[src/rtl/ahb_req_arbiter.sv]
// rtl/ahb_req_arbiter.sv - round-robin arbiter sharing one AHB master port between N_REQ requesters
// Optional XFER watchdog enabled by defining ARB_TIMEOUT_EN.
module ahb_req_arbiter #(
  parameter int N_REQ   = 2,
  parameter int ADDR_W  = 4,
  parameter int DATA_W  = 32,
  parameter int TIMEOUT = 15
) (
  input  logic                       HCLK,
  input  logic                       HRESETn,
  input  logic [N_REQ-1:0]           req,
  input  logic [N_REQ-1:0]           req_wr,
  input  logic [N_REQ*ADDR_W-1:0]    req_addr,
  input  logic [N_REQ*DATA_W-1:0]    req_data,
  output logic [N_REQ-1:0]           gnt,
  output logic [N_REQ-1:0]           done,
  output logic [N_REQ-1:0]           err,
  output logic [ADDR_W-1:0]          m_addr,
  output logic [DATA_W-1:0]          m_data,
  output logic                       m_write,
  output logic                       m_valid,
  input  logic                       m_ready
);

  localparam int IDX_W = (N_REQ > 1) ? $clog2(N_REQ) : 1;

  typedef enum logic [1:0] {S_IDLE, S_XFER, S_DONE} state_t;

  state_t              state_q, state_d;
  logic [IDX_W-1:0]    rr_q, rr_d;
  logic [IDX_W-1:0]    idx_q, idx_d;
  logic [N_REQ-1:0]    gnt_q, gnt_d;
  logic [N_REQ-1:0]    done_q, done_d;
  logic [N_REQ-1:0]    err_q, err_d;
  logic [ADDR_W-1:0]   addr_q, addr_d;
  logic [DATA_W-1:0]   data_q, data_d;
  logic                wr_q, wr_d;
  logic                valid_q, valid_d;

  logic                sel_found;
  logic [IDX_W-1:0]    sel_idx;
  logic [IDX_W-1:0]    cand;
  logic                timeout_hit;

  if (TIMEOUT < 1) begin : g_timeout_range_invalid
  end

`ifdef ARB_TIMEOUT_EN
  localparam int CNT_W = ($clog2(TIMEOUT + 1) > 4) ? $clog2(TIMEOUT + 1) : 4;
  logic [CNT_W-1:0] cnt_q, cnt_d;
  assign timeout_hit = (cnt_q == CNT_W'(TIMEOUT - 1));
`else
  assign timeout_hit = 1'b0;
`endif

  // Scan starts just after the last grantee, so it ends up with lowest priority.
  always_comb begin
    sel_found = 1'b0;
    sel_idx   = '0;
    cand      = '0;
    for (int k = 1; k <= N_REQ; k++) begin
      cand = IDX_W'((int'(rr_q) + k) % N_REQ);
      if (!sel_found && req[cand]) begin
        sel_found = 1'b1;
        sel_idx   = cand;
      end
    end
  end

  always_comb begin
    state_d = state_q;
    rr_d    = rr_q;
    idx_d   = idx_q;
    gnt_d   = gnt_q;
    done_d  = '0;
    err_d   = '0;
    addr_d  = addr_q;
    data_d  = data_q;
    wr_d    = wr_q;
    valid_d = valid_q;
`ifdef ARB_TIMEOUT_EN
    cnt_d   = cnt_q;
`endif
    case (state_q)
      S_IDLE: begin
        if (sel_found) begin
          idx_d          = sel_idx;
          gnt_d          = '0;
          gnt_d[sel_idx] = 1'b1;
          addr_d         = req_addr[sel_idx*ADDR_W +: ADDR_W];
          data_d         = req_data[sel_idx*DATA_W +: DATA_W];
          wr_d           = req_wr[sel_idx];
          valid_d        = 1'b1;
          state_d        = S_XFER;
`ifdef ARB_TIMEOUT_EN
          cnt_d          = '0;
`endif
        end
      end
      S_XFER: begin
        // m_ready beats the watchdog when both land in the same cycle.
        if (m_ready) begin
          done_d[idx_q] = 1'b1;
          rr_d          = idx_q;
          valid_d       = 1'b0;
          gnt_d         = '0;
          state_d       = S_DONE;
        end else if (timeout_hit) begin
          err_d[idx_q]  = 1'b1;
          rr_d          = idx_q;
          valid_d       = 1'b0;
          gnt_d         = '0;
          state_d       = S_DONE;
        end else begin
`ifdef ARB_TIMEOUT_EN
          cnt_d         = cnt_q + 1'b1;
`endif
        end
      end
      S_DONE: begin
        state_d = S_IDLE;
      end
      default: begin
        state_d = S_IDLE;
      end
    endcase
  end

  always_ff @(posedge HCLK or negedge HRESETn) begin
    if (!HRESETn) begin
      state_q <= S_IDLE;
      rr_q    <= IDX_W'(N_REQ - 1);
      idx_q   <= '0;
      gnt_q   <= '0;
      done_q  <= '0;
      err_q   <= '0;
      addr_q  <= '0;
      data_q  <= '0;
      wr_q    <= 1'b0;
      valid_q <= 1'b0;
`ifdef ARB_TIMEOUT_EN
      cnt_q   <= '0;
`endif
    end else begin
      state_q <= state_d;
      rr_q    <= rr_d;
      idx_q   <= idx_d;
      gnt_q   <= gnt_d;
      done_q  <= done_d;
      err_q   <= err_d;
      addr_q  <= addr_d;
      data_q  <= data_d;
      wr_q    <= wr_d;
      valid_q <= valid_d;
`ifdef ARB_TIMEOUT_EN
      cnt_q   <= cnt_d;
`endif
    end
  end

  assign gnt     = gnt_q;
  assign done    = done_q;
  assign err     = err_q;
  assign m_addr  = addr_q;
  assign m_data  = data_q;
  assign m_write = wr_q;
  assign m_valid = valid_q;

endmodule

[config.mk]
export PLATFORM = sky130hd
export DESIGN_NAME = ahb_req_arbiter
export DESIGN_NICKNAME = d
export VERILOG_FILES = /design/src/rtl/ahb_req_arbiter.sv
export SDC_FILE = /design/constraint.sdc
export NUM_CORES = 1
export LEC_CHECK = 0
export BUFFER_PORTS_ARGS = -buffer_cell sky130_fd_sc_hd__buf_2
export CAP_MARGIN = 40
export CORE_ASPECT_RATIO = 0.6
export CORE_MARGIN = 2
export CORE_UTILIZATION = 30
export DETAILED_ROUTE_END_ITERATION = 12
export PLACE_DENSITY = 0.55
export SLEW_MARGIN = 20
export SYNTH_ARGS = -nofsm -noshare
export SYNTH_HDL_FRONTEND = slang
export SYNTH_SLANG_ARGS = --single-unit
[constraint.sdc]
create_clock -name HCLK -period 4.7 [get_ports HCLK]
set_input_delay 0.47 -clock HCLK [delete_from_list [all_inputs] [get_ports HCLK]]
set_output_delay 0.47 -clock HCLK [all_outputs]
set_load 0.03 [all_outputs]
== Word-level counts from Yosys, hierarchy flattened ==
Cells that the tools add are included.

* Output and inout port bits: 44
* Memories: 0
* Bits of input ports: 79
* Memory bits (read-only): 0
* Flip-flop bits (word level): 46
* Logic and storage cells: 57
* Latch bits: 0
* RAM bits: 0

* Magnitude comparators: 6
* Bitwise gates (word level): 0
* Shifts and indexed selects: 2
* Reductions and logical operators: 10
* Multiplexer cells: 25
* Multipliers: 0
* Equality and inequality tests: 3
* Add/subtract/negate cells: 2
* Divide/modulo/power cells: 0

{| class="wikitable"
|+ Operators with widths
! operator !! number
|-
| 64-bit by 7-bit variable part select with 32-bit output || 1
|-
| 1-bit 2-to-1 mux || 14
|-
| 2-bit 2-to-1 mux || 6
|-
| 1-bit by 2-bit less-than comparator with 1-bit output (second input constant) || 4
|-
| 2-bit one-hot mux with 2 select lines || 2
|-
| 8-bit by 4-bit variable part select with 4-bit output || 1
|-
| 2-bit AND reduction || 3
|-
| 2-bit inequality test (second input constant) || 2
|-
| 1-bit logical AND || 3
|-
| 3-bit AND reduction || 1
|-
| 1-bit adder (second input constant) || 2
|-
| 1-bit demux with 1-bit select || 2
|-
| 2-bit by 1-bit equality test with 1-bit output (second input constant) || 1
|-
| 1-bit >= comparator (second input constant) || 2
|-
| 2-bit logical NOT || 1
|-
| 1-bit one-hot mux with 2 select lines || 1
|-
| 2-bit nonzero test || 1
|-
| 1-bit logical NOT || 1
|}

== Longest topological paths before layout ==
Gate-level depths: netlist of run 1.

* Word-level depth: 13
* Gate-level depth with buffers: 5
* Gate-level depth less buffers: 3

== Worst setup path after synthesis of run 1 ==
No wires, ideal clock.

* Kind: in2reg
* From: input req[1]
* To: register addr_q[0] (netlist: m_addr[0])
* Buffers on the path: 1
* Setup time: 0.125 ns
* Slack: 3.175 ns
* Stages on the path: 4
* Required time: 4.575 ns
* Data arrival time: 1.399 ns
* Cell sequence: a21bo_4 -> buf_6 -> mux2_4 -> mux2_4

* Cells in the longest elaborated chain, start to end: 7
* Elaborated cells between the ends (all ways): 12
* Those cells by class: shift: 1; mux: 8; reduce/logical: 3

{| class="wikitable"
|+ Ends and longest elaborated chain
! element !! line !! source
|-
| start: declaration || 11 || <nowiki>input logic [N_REQ-1:0] req,</nowiki>
|-
| 1-bit 2-to-1 mux (not written as such) (2 in series) || 63 || <nowiki>if (!sel_found && req[cand]) begin</nowiki>
|-
| 1-bit 2-to-1 mux || 63 ||
|-
| 1-bit logical NOT || 63 ||
|-
| 1-bit logical AND || 63 ||
|-
| 1-bit 2-to-1 mux || 63 ||
|-
| 8-bit by 4-bit variable part select with 4-bit output or 2-bit AND reduction (tied branches) || -- ||
|-
| end signal: assignment || 151 || <nowiki>addr_q <= addr_d;</nowiki>
|-
| end: declaration || 35 || <nowiki>logic [ADDR_W-1:0] addr_q, addr_d;</nowiki>
|}

Parallel ways exist; a longest one is shown, timed or not. The select of a mux whose other input is x is not followed.
A chain may end at the register's enable or synchronous reset.

== Final worst setup path of run 1 ==
* From: register rr_q
* To: register data_q[17] (netlist: m_data[17])

* Cells in the longest elaborated chain, start to end: 8
* Elaborated cells between the ends (all ways): 14
* Those cells by class: add/sub: 2; shift: 1; mux: 8; reduce/logical: 3

{| class="wikitable"
|+ Ends and longest elaborated chain
! element !! line !! source
|-
| start: declaration || 30 || <nowiki>logic [IDX_W-1:0] rr_q, rr_d;</nowiki>
|-
| start signal: assignment || 132 || <nowiki>rr_q <= IDX_W'(N_REQ - 1);</nowiki>
|-
| start signal: assignment || 146 || <nowiki>rr_q <= rr_d;</nowiki>
|-
| 1-bit adder || 62 || <nowiki>cand = IDX_W'((int'(rr_q) + k) % N_REQ);</nowiki>
|-
| 1-bit 2-to-1 mux (not written as such) (2 in series) || 63 ||
|-
| 1-bit 2-to-1 mux || 63 ||
|-
| 1-bit logical NOT || 63 ||
|-
| 1-bit logical AND || 63 ||
|-
| 1-bit 2-to-1 mux || 63 ||
|-
| 64-bit by 7-bit variable part select with 32-bit output or 2-bit AND reduction (tied branches) || -- ||
|-
| end signal: assignment || 152 || <nowiki>data_q <= data_d;</nowiki>
|-
| end: declaration || 36 || <nowiki>logic [DATA_W-1:0] data_q, data_d;</nowiki>
|}

Parallel ways exist; a longest one is shown, timed or not. The select of a mux whose other input is x is not followed.

==> impl_metrics.csv, run 1 <==
group,metric,value,unit
placed_design,port_buffers,120,
setup_path,end_kind,"register",
logic_synthesis,synth_compound_area_share,2.63,%
final_layout,finish.instance_area,3390,um2
setup_path,start_kind,"register",
timing,fin_crit_sh,40.5,%
timing,hold_violations,0,
timing,tightest_slew,0.721,ns
drt,wl_met2,2140,um
timing,post-route-min-period,1.90,ns
clocking,cts_tree,"built",
drt,drt-initial-drc-count,61,
drt,drc_errors,0,
logic_synthesis,synth_xor_xnor_area_share,0,%
logic_synthesis,yosysUniqueCellTypes,21,
global_routing,grt_max_degree,41,
min_path,hold_path_class,"input port to async pin",
timing,finClkSkew,0.00471,ns
global_routing,grt_use_total,11.6,%
final_layout,nNetsFinal,352,
power,power_density,706,nW/um2
timing,whs,0.186,ns
global_routing,grt_pass1_wl,8290,um
logic_synthesis,synth_top_area_cell,"dfrtp_1",
logic_synthesis,synth_top_family_by_area,"multiplexers",
clocking,clkSinkCount,46,
die,dieArea,9170,um2
logic_synthesis,synthSimpleGateAreaFrac,1.69,%
logic_synthesis,synth_area_leaders,"dfrtp_1 45%, mux2_4 44%, buf_12 2.4%",
timing,setup_viol,0,
clocking,hold_buffers,0,
power,cellLeakagePower,1.82,nW
logic_synthesis,syn-mean-instance-area,16.6,um2
logic_synthesis,syn_inst,152,
clocking,clk-insertion-delay-late,0.28,ns
timing,tns,0,ns
timing,rsz0062_at_grt,"no",
logic_synthesis,netlist.area_leader.share,44.7,%
drt,wl,5320,um
timing,slew_viol_final,0,
die,placementRows,25,
final_layout,drive_above_1_share,76.3,%
flow_run,max_cap_viol_count,0,
global_routing,antenna_found_initial,0,
setup_path,critPathMaxFanout,22,
setup_path,cp.arrival,2.06,ns
die,die_h,75.0,um
placed_design,place_congestion,0.672,
drt,wl_met3,452,um
logic_synthesis,ys_ff_latch,46,
final_layout,syn_to_final_growth,34.6,%
status,status,"completed",
clocking,cts_root_buffer,"clkbuf_16",
final_layout,antennaDiodeCount,0,
drt,topRoutingLayerUsed,"met4",
drt,wl_per_cell,13.9,um
logic_synthesis,synth.area.mux_share,44.5,%
placed_design,place_hpwl,3930,um
drt,ant_nets,0,
clocking,clkTransAtPathRegs,0.06,ns
setup_path,r2r_start,"rr_q$_DFFE_PN1P_",
logic_synthesis,ys_warn_count,0,
clocking,clock_path_buffers,2,
die,die_width,122,um
setup_path,startpoint,"rr_q$_DFFE_PN1P_",
timing,worst_slack,2.80,ns
die,core,8010,um2
setup_path,worstSetupPathType,"register to register",
clocking,cts_buffers,5,
logic_synthesis,syn_area,2520,um2
logic_synthesis,ys_seq_area_share,45.7,%
global_routing,grt_pass1_vias,1665,
placed_design,post-place-ws,2.62,ns
placed_design,dpl_cell_area,3170,um2
clocking,cts_setup_buffers,0,
die,start_util,31.5,%
power,peakVddDrop,0.460,mV
clocking,cts_resized,0,
final_layout,final_util,42.4,%
logic_synthesis,yosys.area_share.adder,0,%
drt,first_pass_iters,4,
drt,via_per_inst,4.26,
drt,vias,1628,
setup_path,crit_required,4.86,ns
drt,wl_met1,2710,um
global_routing,grt_overflow,0,
timing,fmax,526,MHz
timing,relSlewSlack,51.9,%
clocking,htree_levels,2,
die,io_pins,123,
cell usage in the layout, fill, tap and decap left out:
cell type	n
buf_2	120
mux2_4	74
dfrtp_1	45
clkbuf_16	5
nor2_1	4
inv_1	3
o21ai_0	3
nand2_1	2
conb_1	2
bufinv_16	2
nand3b_1	1
a21bo_4	1
o21a_2	1
a21o_1	1
o32ai_1	1
a32o_1	1
nand2b_1	1
and2_0	1
mux2_2	1
clkbuf_8	1
buf_12	1
buf_16	1
buf_4	1
dfstp_2	1
stage by stage:
stage	power (mW)	std cells
after floorplan	1.66	153
after global placement	1.93	372
after detailed placement	1.94	373
after CTS	2.42	381
after global routing	2.52	382
final	2.40	382
registers in the layout, summed over array words and instances (netlist names):
signal / flops
m_data: 32
rr_q: 1
m_valid: 1
m_addr: 4
idx_q: 1
done: 2
state_q: 2
gnt: 2
m_write: 1
where the power goes:
part	switching (mW)	total (mW)	internal [mW]
combinational	0.664	1.23	0.561
clock	0.143	0.462	0.319
sequential	0.112	0.709	0.597
total	0.918	2.40	1.48
final cells by class:
type | instances | area, um2
Inverter | 3 | 11.3
Timing Repair Buffer | 123 | 656
Clock buffer | 6 | 139
Clock inverter | 2 | 60.1
Fill cell | 772 | 4620
Sequential cell | 46 | 1150
Tap cell | 108 | 135
Multi-Input combinational cell | 94 | 1240
cell families (layout without fill, tap and decap cells):
| kind of cell | count (synthesis) | count (layout) |
|---|---|---|
| AOI/OAI and AO/OA | 8 | 8 |
| buffers and inverters | 13 | 134 |
| DFF | 46 | 46 |
| muxes | 75 | 75 |
| other | 1 | 2 |
| and+or+nand+nor | 9 | 9 |
final timing paths:
path	endpoint	slack [ns]	depth (start not counted)
max reg2reg	m_data[17]$_DFFE_PN0P_	2.80	4
max in group asynchronous	m_data[26]$_DFFE_PN0P_	3.99	2
min	m_data[10]$_DFFE_PN0P_	0.19	1
max	m_data[17]$_DFFE_PN0P_	2.80	4
min reg2reg	done[0]$_DFF_PN0_	0.42	1
min in group HCLK	state_q[0]$_DFFE_PN0P_	0.41	2
layer usage:
metal  vias up  GRT usage (%)
li1        776              -
met1       784           17.1
met2        64           16.7
met3         4           3.64
met4         0           2.17
met5         -              0
worst max-delay path, stage by stage (launching register included):
cell and delay [ns]:
dfstp_2 0.54, a21bo_4 0.38, buf_12 0.26, mux2_4 0.32, mux2_4 0.26
synth_stat cells:
| cell type | number |
|---|---|
| mux2_4 | 74 |
| dfrtp_1 | 45 |
| nor2_1 | 4 |
| buf_12 | 3 |
| buf_4 | 3 |
| buf_6 | 3 |
| inv_1 | 3 |
| o21ai_0 | 3 |
| nand2_1 | 2 |
| a21bo_4 | 1 |
| a21o_1 | 1 |
| a32o_1 | 1 |
| and2_0 | 1 |
| buf_2 | 1 |
| conb_1 | 1 |
| dfstp_2 | 1 |
| mux2_2 | 1 |
| nand2b_1 | 1 |
| nand3b_1 | 1 |
| o21a_2 | 1 |
| o32ai_1 | 1 |
Power figures use the tool's default switching activity.
==> run 2: changes to the inputs <==
==> constraint.sdc (replaced) <==
create_clock -name HCLK -period 1.9 [get_ports HCLK]
set_input_delay 0.19 -clock HCLK [delete_from_list [all_inputs] [get_ports HCLK]]
set_output_delay 0.19 -clock HCLK [all_outputs]
set_load 0.03 [all_outputs]
==> impl_metrics.csv, run 2 (synthesis results as in run 1) <==
group,metric,value,unit
setup_path,r2r_start,"rr_q$_DFFE_PN1P_",
final_layout,antennaDiodeCount,0,
setup_path,start_kind,"register",
drt,wl_per_cell,13.7,um
placed_design,port_buffers,120,
clocking,clk-insertion-delay-late,0.28,ns
timing,post-route-min-period,1.61,ns
die,dieArea,9170,um2
drt,drc_errors,0,
global_routing,grt_overflow,0,
drt,ant_nets,0,
drt,via_per_inst,4.18,
timing,tns,0,ns
die,die_h,75.0,um
power,power_density,1690,nW/um2
setup_path,crit_required,2.06,ns
setup_path,slowest_stage,"dfstp_2",
final_layout,syn_to_final_growth,33.4,%
final_layout,largest_reg_flops,32,
timing,finClkSkew,0.00525,ns
die,die_width,122,um
setup_path,startpoint,"rr_q$_DFFE_PN1P_",
clocking,cts_tree,"built",
placed_design,place_congestion,0.692,
clocking,cts_buffers,5,
clocking,cts_setup_buffers,0,
timing,whs,-0.0136,ns
die,io_pins,123,
global_routing,grt_max_degree,47,
setup_path,path_cells,"a21bo_4 -> buf_12 -> mux2_4 -> mux2_4",
final_layout,mostFrequentLayoutCells,"120 x buf_2, 74 x mux2_4, 45 x dfrtp_1",
min_path,hold_path_class,"input port to async pin",
clocking,hold_buffers,0,
clocking,cts_resized,0,
setup_path,cp.arrival,1.77,ns
clocking,clkSinkCount,46,
setup_path,path_buf_inv,1,
global_routing,grt_pass1_wl,8340,um
die,start_util,31.5,%
timing,rsz0062_at_grt,"no",
setup_path,rrSetupSlack,0.29,ns
status,violations,"negative hold slack",
drt,first_pass_iters,4,
placed_design,place_hpwl,3970,um
setup_path,worstRegToRegCells,4,
drt,wl,5270,um
setup_path,worstSetupPathType,"register to register",
timing,hold_violations,13,
timing,fmax,621,MHz
die,placementRows,25,
drt,drt-initial-drc-count,42,
setup_path,cpLargestDelayFamily,"multiplexers",
drt,vias,1604,
clocking,clock_path_buffers,2,
setup_path,cp.depth,4,
clocking,htree_levels,2,
timing,slew_viol_final,0,
placed_design,dpl_cell_area,3210,um2
final_layout,finish.instance_area,3360,um2
status,status,"complete, but fails checks",
power,cellLeakagePower,1.80,nW
timing,setup_viol,0,
global_routing,antenna_found_initial,0,
timing,tightest_slew,0.580,ns
setup_path,critical_path.most_common_cell,"mux2_4",
setup_path,r2r_end,"m_data[17]$_DFFE_PN0P_",
final_layout,nNetsFinal,354,
final_layout,final_common_cell,"buf_2",
setup_path,end_kind,"register",
power,peakVddDrop,0.848,mV
timing,fin_crit_sh,84.7,%
setup_path,critPathMaxFanout,22,
clocking,clkTransAtPathRegs,0.06,ns
final_layout,drive_above_1_share,76.1,%
global_routing,grt_use_total,11.9,%
flow_run,max_cap_viol_count,0,
global_routing,grt_pass1_vias,1694,
timing,relSlewSlack,61.3,%
setup_path,slowest_delay,0.54,ns
clocking,cts_root_buffer,"clkbuf_16",
die,core,8010,um2
setup_path,worstSetupEndpoint,"m_data[17]$_DFFE_PN0P_",
run 2: per-layer routing:
layer  GRT usage [%]  vias up  part of all wire (%)
met5               0        -                     0
met4            2.81        0                  0.32
met3            4.62        4                   9.7
met2            17.8       68                    43
met1            16.3      754                    47
li1                -      778                     -
run 2: cell type report:
cell class | instances | area [um2]
Inverter | 3 | 11.3
Tap cell | 108 | 135
Clock inverter | 1 | 5.00
Clock buffer | 7 | 143
Sequential cell | 46 | 1150
Multi-Input combinational cell | 94 | 1240
Timing Repair Buffer | 125 | 676
Fill cell | 773 | 4650
run 2: how the worst min path moves through the flow:
| stage | cells past startpoint | endpoint | from |
|---|---|---|---|
| after CTS | 2 | m_data[14]$_DFFE_PN0P_ | HRESETn |
| after global placement | 2 | m_data[18]$_DFFE_PN0P_ | HRESETn |
| after global routing | 2 | m_data[18]$_DFFE_PN0P_ | HRESETn |
| final | 2 | m_data[18]$_DFFE_PN0P_ | HRESETn |
| after detailed placement | 2 | m_data[18]$_DFFE_PN0P_ | HRESETn |
| after floorplan | 0 | done[0]$_DFF_PN0_ | HRESETn |
run 2: report_power, final:
part	internal (mW)	total, mW	switching, mW
Combinational	1.42	3.07	1.64
Clock	0.521	0.850	0.329
Sequential	1.48	1.76	0.279
Total	3.42	5.67	2.25
run 2: per-stage QoR:
stage	util (%)	hold WS, ns	total power, mW	setup WS [ns]	cells
6_report	42.0	-0.0136	5.67	0.290	384
5_1_grt	42.0	0.0579	6.01	0.247	384
4_1_cts	42.0	0.0216	5.76	0.289	384
3_5_place_dp	40.1	0.318	4.87	0.311	376
3_3_place_gp	40.1	0.321	4.84	0.326	376
2_1_floorplan	-	-0.106	4.10	0.379	153
run 2: worst reg2reg max path, cell delays in order (launching register included):
cell,delay (ns)
dfstp_2,0.54
a21bo_4,0.15
buf_12,0.20
mux2_4,0.34
mux2_4,0.26
==> run 3: changes to the inputs <==
==> constraint.sdc (replaced) <==
create_clock -name HCLK -period 1.63 [get_ports HCLK]
set_input_delay 0.163 -clock HCLK [delete_from_list [all_inputs] [get_ports HCLK]]
set_output_delay 0.163 -clock HCLK [all_outputs]
set_load 0.03 [all_outputs]
==> impl_metrics.csv, run 3 (synthesis results as in run 1) <==
group,metric,value,unit
clocking,htree_levels,2,
timing,slew_viol_final,0,
timing,fmax,623,MHz
drt,wl_per_cell,13.7,um
clocking,cts_resized,0,
final_layout,final_util,42.5,%
setup_path,crit_required,1.79,ns
final_layout,syn_to_final_growth,35.1,%
die,placementRows,25,
setup_path,rrSetupSlack,0.02,ns
final_layout,drive_above_1_share,75.9,%
final_layout,mostFrequentLayoutCells,"120 x buf_2, 74 x mux2_4, 45 x dfrtp_1",
clocking,cts_buffers,5,
timing,rsz0062_at_grt,"no",
status,status,"completed",
timing,tightest_slew,0.494,ns
flow_run,max_cap_viol_count,0,
final_layout,seq_area,1150,um2
timing,post-route-min-period,1.61,ns
min_path,hold_path_class,"input port to register",
drt,first_pass_iters,4,
final_layout,final_common_cell,"buf_2",
power,cellLeakagePower,1.82,nW
drt,drc_errors,0,
setup_path,cp.arrival,1.76,ns
power,peakVddDrop,0.720,mV
final_layout,largest_reg_flops,32,
die,start_util,31.5,%
placed_design,place_congestion,0.689,
global_routing,grt_pass1_vias,1634,
clocking,clk-insertion-delay-late,0.28,ns
clocking,clkTransAtPathRegs,0.06,ns
final_layout,finish.instance_area,3400,um2
timing,relSlewSlack,66.7,%
timing,tns,0,ns
setup_path,worstSetupPathType,"register to register",
final_layout,nFillCells,783,
placed_design,dpl_cell_area,3250,um2
global_routing,grt_use_total,11.5,%
drt,drt-initial-drc-count,39,
setup_path,critPathMaxFanout,22,
final_layout,multi_input_area,1240,um2
final_layout,fin_cells,386,
setup_path,start_kind,"register",
clocking,clkSinkCount,46,
global_routing,grt_overflow,0,
placed_design,placed_cells,377,
timing,hold_violations,0,
drt,vias,1614,
die,io_pins,123,
clocking,clock_path_buffers,2,
placed_design,place_hpwl,4040,um
setup_path,startpoint,"rr_q$_DFFE_PN1P_",
global_routing,antenna_found_initial,0,
global_routing,grt_pass1_wl,8140,um
drt,wl,5290,um
timing,whs,0.128,ns
die,core,8010,um2
drt,ant_nets,0,
die,die_width,122,um
setup_path,r2r_start,"rr_q$_DFFE_PN1P_",
clocking,cts_tree,"built",
timing,finClkSkew,0.00743,ns
clocking,cts_root_buffer,"clkbuf_16",
setup_path,r2r_end,"m_data[18]$_DFFE_PN0P_",
timing,setup_viol,0,
final_layout,antennaDiodeCount,0,
die,die_h,75.0,um
final_layout,nNetsFinal,356,
setup_path,worstSetupEndpoint,"m_data[18]$_DFFE_PN0P_",
setup_path,worstRegToRegCells,4,
power,power_density,1970,nW/um2
timing,fin_crit_sh,98.5,%
setup_path,end_kind,"register",
global_routing,grt_max_degree,29,
placed_design,port_buffers,120,
die,dieArea,9170,um2
drt,via_per_inst,4.18,
-- run 3: worst max-delay path, stage by stage (launching register included) --
cell and delay, ns:
dfstp_2 0.54, a21bo_4 0.15, buf_12 0.20, mux2_4 0.32, mux2_4 0.26
-- run 3: area by class of cell --
class / count / share of cell area (%)
Clock inverter: 1 / 0.147
Multi-Input combinational cell: 94 / 36.4
Sequential cell: 46 / 33.9
Tap cell: 108 / 3.97
Timing Repair Buffer: 127 / 21.1
Inverter: 3 / 0.331
Clock buffer: 7 / 4.19
-- run 3: worst min-delay path by stage --
| stage | from | endpoint | slack, ns | cells after the start |
|---|---|---|---|---|
| after global placement | HRESETn | m_data[16]$_DFFE_PN0P_ | 0.14 | 1 |
| after global routing | m_ready | state_q[0]$_DFFE_PN0P_ | 0.12 | 2 |
| after detailed placement | HRESETn | m_data[16]$_DFFE_PN0P_ | 0.14 | 1 |
| after CTS | m_ready | state_q[0]$_DFFE_PN0P_ | 0.13 | 2 |
| after floorplan | HRESETn | done[0]$_DFF_PN0_ | -0.13 | 0 |
| final | m_ready | state_q[0]$_DFFE_PN0P_ | 0.13 | 2 |
-- run 3: stage by stage --
step | setup WS, ns | total power [mW]
floorplan | 0.109 | 4.78
global placement | 0.0558 | 5.69
detailed placement | 0.0406 | 5.72
CTS | 0.0246 | 6.77
global route | 0.00464 | 7.05
finish | 0.0240 | 6.69
-- run 3: report_power, final --
group	total [mW]	internal, mW	switching [mW]	leakage, nW
sequential	2.05	1.72	0.327	0.542
combinational	3.64	1.70	1.94	1.20
clock	0.999	0.608	0.391	0.0739
total	6.69	4.03	2.66	1.82
-- run 3: per-layer routing --
layer	up-vias	routed length [um]	global-route usage, %
met4	0	0	2.04
met3	0	451	4.02
met2	66	2120	15.9
met5	-	0	0
li1	781	-	-
met1	767	2720	17.5
-- run 3: timing repair --
action / in CTS / in global routing
setup buffers: 0 / 0
hold endpoints to repair: 18 / 0
hold buffers: 1 / 0
